<file path="config.mk">
export PLATFORM = sky130hd
export DESIGN_NAME = audio_adc_rx_flat
export DESIGN_NICKNAME = d
export VERILOG_FILES = /design/src/rtl/audio_codec_pkg.sv /design/src/rtl/audio_adc_rx_if.sv /design/src/rtl/audio_pin_sync.sv /design/src/rtl/audio_adc_rx.sv /design/src/flat_wrapper.sv
export SDC_FILE = /design/constraint.sdc
export NUM_CORES = 1
export LEC_CHECK = 0
export ABC_AREA = 1
export BUFFER_PORTS_ARGS = -buffer_cell sky130_fd_sc_hd__buf_2
export CAP_MARGIN = 20
export CORE_ASPECT_RATIO = 1.2
export CORE_MARGIN = 3
export CORE_UTILIZATION = 25
export DETAILED_ROUTE_END_ITERATION = 6
export GPL_ROUTABILITY_DRIVEN = 1
export HOLD_SLACK_MARGIN = 0.12
export PLACE_DENSITY_LB_ADDON = 0.25
export REMOVE_ABC_BUFFERS = 1
export SLEW_MARGIN = 20
export SYNTH_ARGS = -nofsm -noshare
export SYNTH_HDL_FRONTEND = slang
export SYNTH_SLANG_ARGS = --single-unit
</file>
<file path="constraint.sdc">
create_clock -name iCLK_18_4 -period 2.25 [get_ports iCLK_18_4]
set_input_delay 0.225 -clock iCLK_18_4 [delete_from_list [all_inputs] [get_ports iCLK_18_4]]
set_output_delay 0.225 -clock iCLK_18_4 [all_outputs]
set_load 0.005 [all_outputs]
</file>
<file path="src/rtl/audio_codec_pkg.sv">
// Shared definitions for the codec serial audio link: word width, receiver FSM
// encoding and the BCK/LRCK ratios the codec-side generator also uses.
package audio_codec_pkg;

    localparam int   DATA_WIDTH_DEF  = 16;
    localparam logic LRCK_LEFT_LEVEL = 1'b1;

    // iCLK_18_4 cycles per BCK period and BCK periods per LRCK frame
    localparam int CLK_PER_BCK  = 12;
    localparam int BCK_PER_LRCK = 32;

    typedef enum logic [1:0] {
        ST_HUNT  = 2'd0,
        ST_SKIP  = 2'd1,
        ST_SHIFT = 2'd2,
        ST_DONE  = 2'd3
    } rx_state_t;

endpackage

</file>
<file path="src/rtl/audio_adc_rx_if.sv">
// Stereo sample hand-off from the ADC receiver to downstream synth/effects logic.
interface audio_adc_rx_if
    import audio_codec_pkg::*;
#(
    parameter int DATA_WIDTH = DATA_WIDTH_DEF
);
    // oVALID rises with a new pair and holds it stable until a cycle with
    // oVALID && iREADY at posedge transfers it; iREADY may toggle freely.
    logic [DATA_WIDTH-1:0] oLEFT;
    logic [DATA_WIDTH-1:0] oRIGHT;
    logic                  oVALID;
    logic                  iREADY;

    modport master (output oLEFT, output oRIGHT, output oVALID, input iREADY);
    modport slave  (input oLEFT, input oRIGHT, input oVALID, output iREADY);

endinterface

</file>
<file path="src/rtl/audio_pin_sync.sv">
// Multi-flop synchroniser for one asynchronous codec pin, plus one history
// register that yields single-cycle rise/fall pulses in the iCLK_18_4 domain.
module audio_pin_sync #(
    parameter int SYNC_STAGES = 2
) (
    input  logic iCLK_18_4,
    input  logic iRST,
    input  logic pin,
    output logic level,
    output logic rise,
    output logic fall
);

    logic [SYNC_STAGES-1:0] sync_q;
    logic                   prev_q;

    always_ff @(posedge iCLK_18_4) begin
        if (iRST) begin
            sync_q <= '0;
            prev_q <= 1'b0;
        end else begin
            sync_q <= {sync_q[SYNC_STAGES-2:0], pin};
            prev_q <= sync_q[SYNC_STAGES-1];
        end
    end

    assign level = sync_q[SYNC_STAGES-1];
    assign rise  = level & ~prev_q;
    assign fall  = ~level & prev_q;

endmodule

</file>
<file path="src/rtl/audio_adc_rx.sv">
// Codec ADC serial receiver: oversamples BCK/ADCLRCK/ADCDAT and emits one stereo pair
// per LRCK frame. Define AUDIO_RX_PEAK_EN to enable the oPEAK magnitude tracker.
module audio_adc_rx
    import audio_codec_pkg::*;
#(
    parameter int DATA_WIDTH  = DATA_WIDTH_DEF,
    parameter int I2S_DELAY   = 0,
    parameter int SYNC_STAGES = 2
) (
    input  logic                  iCLK_18_4,
    input  logic                  iRST,
    input  logic                  iAUD_BCK,
    input  logic                  iAUD_ADCLRCK,
    input  logic                  iAUD_ADCDAT,
    audio_adc_rx_if.master        bus,
    output logic                  oOVERRUN,
    output logic                  oFRAME_ERR,
    output logic [DATA_WIDTH-1:0] oPEAK,
    output rx_state_t             oDBG_STATE
);

    localparam int CNT_W  = $clog2(DATA_WIDTH + 1);
    localparam int SKIP_W = (I2S_DELAY > 0) ? $clog2(I2S_DELAY + 1) : 1;

    logic bck_lvl, bck_rise, bck_fall;
    logic lrck_lvl, lrck_rise, lrck_fall;
    logic dat_lvl, dat_rise, dat_fall;

    audio_pin_sync #(.SYNC_STAGES(SYNC_STAGES)) u_sync_bck (
        .iCLK_18_4 (iCLK_18_4), .iRST (iRST), .pin (iAUD_BCK),
        .level (bck_lvl), .rise (bck_rise), .fall (bck_fall)
    );

    audio_pin_sync #(.SYNC_STAGES(SYNC_STAGES)) u_sync_lrck (
        .iCLK_18_4 (iCLK_18_4), .iRST (iRST), .pin (iAUD_ADCLRCK),
        .level (lrck_lvl), .rise (lrck_rise), .fall (lrck_fall)
    );

    audio_pin_sync #(.SYNC_STAGES(SYNC_STAGES)) u_sync_dat (
        .iCLK_18_4 (iCLK_18_4), .iRST (iRST), .pin (iAUD_ADCDAT),
        .level (dat_lvl), .rise (dat_rise), .fall (dat_fall)
    );

    logic unused_pin_edges;
    assign unused_pin_edges = &{1'b0, bck_lvl, bck_fall, dat_rise, dat_fall};

    rx_state_t             state_q;
    logic [CNT_W-1:0]      bit_cnt_q;
    logic [SKIP_W-1:0]     skip_cnt_q;
    logic [DATA_WIDTH-1:0] shift_q;
    logic [DATA_WIDTH-1:0] hold_q;
    logic                  chan_left_q;
    logic                  left_ok_q;
    logic                  pair_pend_q;

    logic                  lrck_edge;
    logic                  lrck_is_left;
    logic                  skip_done;
    logic                  last_bit;
    logic [DATA_WIDTH-1:0] shift_nxt;
    logic                  accept;

    assign lrck_edge    = lrck_rise | lrck_fall;
    assign lrck_is_left = (lrck_lvl == LRCK_LEFT_LEVEL);
    assign skip_done    = (skip_cnt_q == SKIP_W'(I2S_DELAY));
    assign last_bit     = (bit_cnt_q == CNT_W'(DATA_WIDTH - 1));
    assign shift_nxt    = {shift_q[DATA_WIDTH-2:0], dat_lvl};
    assign accept       = bus.oVALID && bus.iREADY;
    assign oDBG_STATE   = state_q;

    always_ff @(posedge iCLK_18_4) begin
        if (iRST) begin
            state_q     <= ST_HUNT;
            bit_cnt_q   <= '0;
            skip_cnt_q  <= '0;
            shift_q     <= '0;
            hold_q      <= '0;
            chan_left_q <= 1'b0;
            left_ok_q   <= 1'b0;
            pair_pend_q <= 1'b0;
            oFRAME_ERR  <= 1'b0;
        end else begin
            pair_pend_q <= 1'b0;
            // A channel boundary restarts the word from any state except HUNT,
            // which only leaves on the start of a left word.
            if (lrck_edge && (state_q != ST_HUNT || lrck_is_left)) begin
                state_q     <= ST_SKIP;
                chan_left_q <= lrck_is_left;
                skip_cnt_q  <= '0;
                bit_cnt_q   <= '0;
                if (lrck_is_left || state_q == ST_SHIFT) begin
                    left_ok_q <= 1'b0;
                end
                if (state_q == ST_SHIFT) begin
                    oFRAME_ERR <= 1'b1;
                end
            end else if (bck_rise) begin
                case (state_q)
                    ST_SKIP: begin
                        if (skip_done) begin
                            shift_q   <= shift_nxt;
                            bit_cnt_q <= CNT_W'(1);
                            state_q   <= ST_SHIFT;
                        end else begin
                            skip_cnt_q <= skip_cnt_q + SKIP_W'(1);
                        end
                    end
                    ST_SHIFT: begin
                        shift_q   <= shift_nxt;
                        bit_cnt_q <= bit_cnt_q + CNT_W'(1);
                        if (last_bit) begin
                            state_q <= ST_DONE;
                            if (chan_left_q) begin
                                hold_q    <= shift_nxt;
                                left_ok_q <= 1'b1;
                            end else begin
                                // a right word without a good left partner is dropped
                                pair_pend_q <= left_ok_q;
                                left_ok_q   <= 1'b0;
                            end
                        end
                    end
                    default: ;
                endcase
            end
        end
    end

    always_ff @(posedge iCLK_18_4) begin
        if (iRST) begin
            bus.oLEFT  <= '0;
            bus.oRIGHT <= '0;
            bus.oVALID <= 1'b0;
            oOVERRUN   <= 1'b0;
        end else if (pair_pend_q) begin
            bus.oLEFT  <= hold_q;
            bus.oRIGHT <= shift_q;
            bus.oVALID <= 1'b1;
            if (bus.oVALID && !bus.iREADY) begin
                oOVERRUN <= 1'b1;
            end
        end else if (accept) begin
            bus.oVALID <= 1'b0;
        end
    end

`ifdef AUDIO_RX_PEAK_EN
    localparam logic [DATA_WIDTH-1:0] MOST_NEG = {1'b1, {(DATA_WIDTH-1){1'b0}}};
    localparam logic [DATA_WIDTH-1:0] MOST_POS = {1'b0, {(DATA_WIDTH-1){1'b1}}};
    localparam logic [DATA_WIDTH-1:0] ONE_W    = DATA_WIDTH'(1);

    function automatic logic [DATA_WIDTH-1:0] abs_sat(input logic [DATA_WIDTH-1:0] s);
        if (!s[DATA_WIDTH-1])  return s;
        else if (s == MOST_NEG) return MOST_POS;
        else                   return ~s + ONE_W;
    endfunction

    logic [DATA_WIDTH-1:0] abs_l, abs_r, pair_max, peak_base;

    always_comb begin
        abs_l     = abs_sat(hold_q);
        abs_r     = abs_sat(shift_q);
        pair_max  = (abs_l > abs_r) ? abs_l : abs_r;
        peak_base = accept ? '0 : oPEAK;
    end

    always_ff @(posedge iCLK_18_4) begin
        if (iRST) begin
            oPEAK <= '0;
        end else if (pair_pend_q) begin
            oPEAK <= (pair_max > peak_base) ? pair_max : peak_base;
        end else if (accept) begin
            oPEAK <= '0;
        end
    end
`else
    assign oPEAK = '0;
`endif

endmodule
</file>
<file path="src/flat_wrapper.sv">
// flat-port wrapper written by rule: the top's interface ports become plain ports
module audio_adc_rx_flat import audio_codec_pkg::*;
#(
    parameter int DATA_WIDTH  = DATA_WIDTH_DEF,
    parameter int I2S_DELAY   = 0,
    parameter int SYNC_STAGES = 2
)
  (iCLK_18_4, iRST, iAUD_BCK, iAUD_ADCLRCK, iAUD_ADCDAT, oOVERRUN, oFRAME_ERR, oPEAK, oDBG_STATE, bus_oLEFT, bus_oRIGHT, bus_oVALID, bus_iREADY);
  audio_adc_rx_if #(.DATA_WIDTH(DATA_WIDTH)) bus_i ();
  input  logic iCLK_18_4;
  input  logic iRST;
  input  logic iAUD_BCK;
  input  logic iAUD_ADCLRCK;
  input  logic iAUD_ADCDAT;
  output logic oOVERRUN;
  output logic oFRAME_ERR;
  output logic [DATA_WIDTH-1:0] oPEAK;
  output rx_state_t oDBG_STATE;
  output wire logic [$bits(bus_i.oLEFT)-1:0] bus_oLEFT;
  output wire logic [$bits(bus_i.oRIGHT)-1:0] bus_oRIGHT;
  output wire logic [$bits(bus_i.oVALID)-1:0] bus_oVALID;
  input wire logic [$bits(bus_i.iREADY)-1:0] bus_iREADY;
  assign bus_oLEFT = bus_i.oLEFT;
  assign bus_oRIGHT = bus_i.oRIGHT;
  assign bus_oVALID = bus_i.oVALID;
  assign bus_i.iREADY = bus_iREADY;
  audio_adc_rx #(.DATA_WIDTH(DATA_WIDTH), .I2S_DELAY(I2S_DELAY), .SYNC_STAGES(SYNC_STAGES)) u_core (.iCLK_18_4(iCLK_18_4), .iRST(iRST), .iAUD_BCK(iAUD_BCK), .iAUD_ADCLRCK(iAUD_ADCLRCK), .iAUD_ADCDAT(iAUD_ADCDAT), .bus(bus_i), .oOVERRUN(oOVERRUN), .oFRAME_ERR(oFRAME_ERR), .oPEAK(oPEAK), .oDBG_STATE(oDBG_STATE));
endmodule
</file>
==> impl_metrics.env <==
export IMPL_status="finished, final reports clean"
export IMPL_start_kind="register"
export IMPL_initial_core_util=0.256
export IMPL_whs_ns=0.165
export IMPL_first_pass_iters=4
export IMPL_hold_depth=4
export IMPL_die_x_um=112
export IMPL_die_h_um=134
export IMPL_dpl_worst_slack_ns=0.444
export IMPL_synth_top_area_frac=0.502
export IMPL_placed_cell_area_um2=3690
export IMPL_path_clk_slew_ns=0.07
export IMPL_power_mw=3.27
export IMPL_layout_setup_ws_ns=0.446
export IMPL_routed_wl_um=7210
export IMPL_final_setup_tns_ns=0
export IMPL_cts_made_buffers=9
export IMPL_synth_seq_cells=85
export IMPL_worst_setup_path_type="reg2reg"
export IMPL_drtAntennaViolNets=0
export IMPL_synth_compound_area_frac=0.114
export IMPL_peakVddDrop_mv=0.269
export IMPL_grt_usage=0.0986
export IMPL_synth_area_leaders="dfxtp_1, nor2_1, o21ai_0, inv_1, buf_4"
export IMPL_fillers=1428
export IMPL_place_hpwl_um=4850
export IMPL_p_switching_uw=720
export IMPL_power_frac_comb=0.035
export IMPL_synth_xor_area_frac=0.00517
export IMPL_sequentialPowerShare=0.468
export IMPL_design_core_area_um2=13200
export IMPL_synth_simple_gate_area_share=0.240
export IMPL_p_int_mw=2.55
export IMPL_synth_cells=429
export IMPL_hold_violations=0
export IMPL_sw_frac_of_total=0.220
export IMPL_slowest_stage="dfxtp_1"
export IMPL_synthAdderAreaFrac=0.0221
export IMPL_leakage_nw=1.76
export IMPL_synth_top_family_by_area="simple AND/OR/NAND/NOR gates"
export IMPL_cts_sinks=85
export IMPL_synth_warnings=0
export IMPL_crit_path_cell_trace="ha_1 -> nand2_1 -> nor2_1 -> ha_1 -> nand2_1 -> nor2_4 -> inv_2 -> nor2_4 -> nor2_1 -> nor2_1"
export IMPL_critPathCaptureType="register"
export IMPL_synth_area_um2=3390
export IMPL_grt_overflow=0
export IMPL_tritoncts="built"
export IMPL_num_vias=2660
export IMPL_viasPerCell=4.14
export IMPL_rr_worst_depth=10
export IMPL_synth_cell_types=29
export IMPL_yosysSeqAreaShare=0.502
export IMPL_slew_headroom=0.592
export IMPL_htreeDepth=3
export IMPL_netlist_top_cells_count="nor2_1, dfxtp_1, o21ai_0"
export IMPL_fin_cells=642
export IMPL_portBuffers=42
export IMPL_gp_congestion=0.760
export IMPL_wl_per_cell_um=11.2
export IMPL_clk_latency_ns=0.34
export IMPL_synth_area_per_cell_um2=7.90
export IMPL_postCtsSetupBuffers=0
export IMPL_synthMuxAreaShare=0
export IMPL_final_cell_area_um2=4050
export IMPL_yosysMostFrequentCell="nor2_1"
export IMPL_io_pins=59
export IMPL_dp_cells=623
export IMPL_path_max_fanout=16
export IMPL_drt_initial_drc_count=118
export IMPL_cts_root_buffer="clkbuf_16"
export IMPL_max_freq_mhz=554
export IMPL_antenna_cells=0
export IMPL_drc=0
export IMPL_worst_pin_slew_ns=0.608
export IMPL_clkPwrFrac=0.498
export IMPL_rsz0062_at_grt="no"
export IMPL_synth_top_flop_cell="dfxtp_1"
export IMPL_finalSetupViolations=0
export IMPL_grt_max_degree=48
export IMPL_synth_edff_count=0
export IMPL_clockBufferDepth=2
export IMPL_maxCapViolations=0
export IMPL_synthArstFlopShare=0
export IMPL_fin_util=0.306
export IMPL_period_minus_slack_ns=1.80
export IMPL_syn_to_final_growth_pct=19.3
export IMPL_cp_common_cell="nor2_1"
export IMPL_cellPowerDensity_nw_per_um2=807
export IMPL_die_area_um2=15000
export IMPL_hold_class="in2reg"
export IMPL_drive_gt1_frac=0.167
export IMPL_report_final_slew_viol_count=0
export IMPL_max_stage_delay_ns=0.38
export IMPL_skew_ns=0.00864
export IMPL_r2r_slack_ns=0.45
export IMPL_grt_pass1_vias=2461
export IMPL_yosysTopAreaCell="dfxtp_1"
export IMPL_required_ns=2.52
export IMPL_grt_antenna_before_repair=0
export IMPL_layout_nets=481
export IMPL_grt_pass1_wl_um=11900
export IMPL_arrival_ns=2.07
export IMPL_post_route_period_util=0.802
export IMPL_rows=46
-- worst max-delay path, delay by kind of cell (launching register included) --
kind,cells,cell delay [ns]
flops,1,0.38
buf+inv,1,0.05
simple gates,7,0.94
fa+ha+maj,2,0.36
-- power by group through the flow --
stage / clock network [mW] / logic, mW / registers, mW
6_report: 1.63 / 0.113 / 1.53
5_1_grt: 1.73 / 0.130 / 1.53
4_1_cts: 1.67 / 0.114 / 1.53
3_5_place_dp: 0 / 0.109 / 1.56
3_3_place_gp: 0 / 0.108 / 1.56
2_1_floorplan: 0 / 0.0757 / 1.56
-- routing by layer --
metal | up-vias | share of wire | global-route usage
li1 | 1414 | - | -
met1 | 1175 | 0.48 | 0.125
met2 | 60 | 0.46 | 0.156
met3 | 11 | 0.052 | 0.0313
met4 | 0 | 0.015 | 0.0381
met5 | - | 0 | 0
-- cell usage in the layout (no fill, tap or decap), drive strengths merged --
| cell type | synthesis | layout |
|---|---|---|
| a31oi | 1 | 1 |
| bufinv | 0 | 2 |
| clkbuf | 12 | 9 |
| nand4 | 17 | 17 |
| o21ai | 51 | 51 |
| o21a | 1 | 1 |
| o211ai | 1 | 1 |
| a21oi | 22 | 22 |
| nand3 | 9 | 9 |
| conb | 1 | 16 |
| clkinv | 1 | 2 |
| clkinvlp | 0 | 1 |
| nor2 | 120 | 120 |
| buf | 25 | 48 |
| nor3 | 1 | 1 |
| dfxtp | 85 | 85 |
| inv | 38 | 41 |
| nand2 | 36 | 36 |
| dlygate4sd3 | 0 | 3 |
| ha | 6 | 6 |
| xor2 | 2 | 2 |
-- timing repair --
action                    CTS  global route
gates resized for setup     0             0
hold buffers                3             0
hold endpoints to repair    3             0
-- kinds of logic (layout without fill, tap and decap cells) --
family	Yosys count	in the layout
AO/OA/AOI/OAI	76	76
other	1	16
adder cells (fa/ha/maj)	6	6
AND/OR/NAND/NOR	183	183
buffers and inverters	76	106
flip-flops	85	85
XOR/XNOR	2	2
-- registers in the layout, indices dropped and copies added (netlist names) --
| signal | flops |
|---|---|
| u_core.hold_q | 16 |
| u_core.u_sync_bck.prev_q | 1 |
| u_core.bus.oLEFT | 16 |
| u_core.bus.oVALID | 1 |
| u_core.oFRAME_ERR | 1 |
| u_core.shift_q | 16 |
| u_core.oDBG_STATE | 2 |
| u_core.left_ok_q | 1 |
| u_core.u_sync_dat.sync_q | 2 |
| u_core.bus.oRIGHT | 16 |
| u_core.u_sync_bck.sync_q | 2 |
| u_core.bit_cnt_q | 5 |
| u_core.pair_pend_q | 1 |
| u_core.oOVERRUN | 1 |
| u_core.chan_left_q | 1 |
| u_core.u_sync_lrck.sync_q | 2 |
| u_core.u_sync_lrck.prev_q | 1 |
-- worst paths after layout --
| check | start | end |
|---|---|---|
| worst min register to register | u_core.u_sync_lrck.sync_q[0]$_SDFF_PP0_ | u_core.u_sync_lrck.sync_q[1]$_SDFF_PP0_ |
| worst min-delay path | bus_iREADY | u_core.bus.oVALID$_SDFFE_PP0P_ |
| worst max-delay path | u_core.bit_cnt_q[0]$_SDFFE_PP0P_ | u_core.hold_q[3]$_SDFFE_PP0P_ |
| worst max register to register | u_core.bit_cnt_q[0]$_SDFFE_PP0P_ | u_core.hold_q[3]$_SDFFE_PP0P_ |
-- area by class of cell --
cell class / count / area (µm²) / area share
Timing Repair Buffer: 51 / 298 / 0.0736
Tap cell: 168 / 210 / 0.0519
Inverter: 39 / 154 / 0.0380
Sequential cell: 85 / 1700 / 0.421
Clock inverter: 7 / 105 / 0.0260
Clock buffer: 9 / 225 / 0.0557
Multi-Input combinational cell: 283 / 1350 / 0.334
Power figures use the tool's default switching activity.
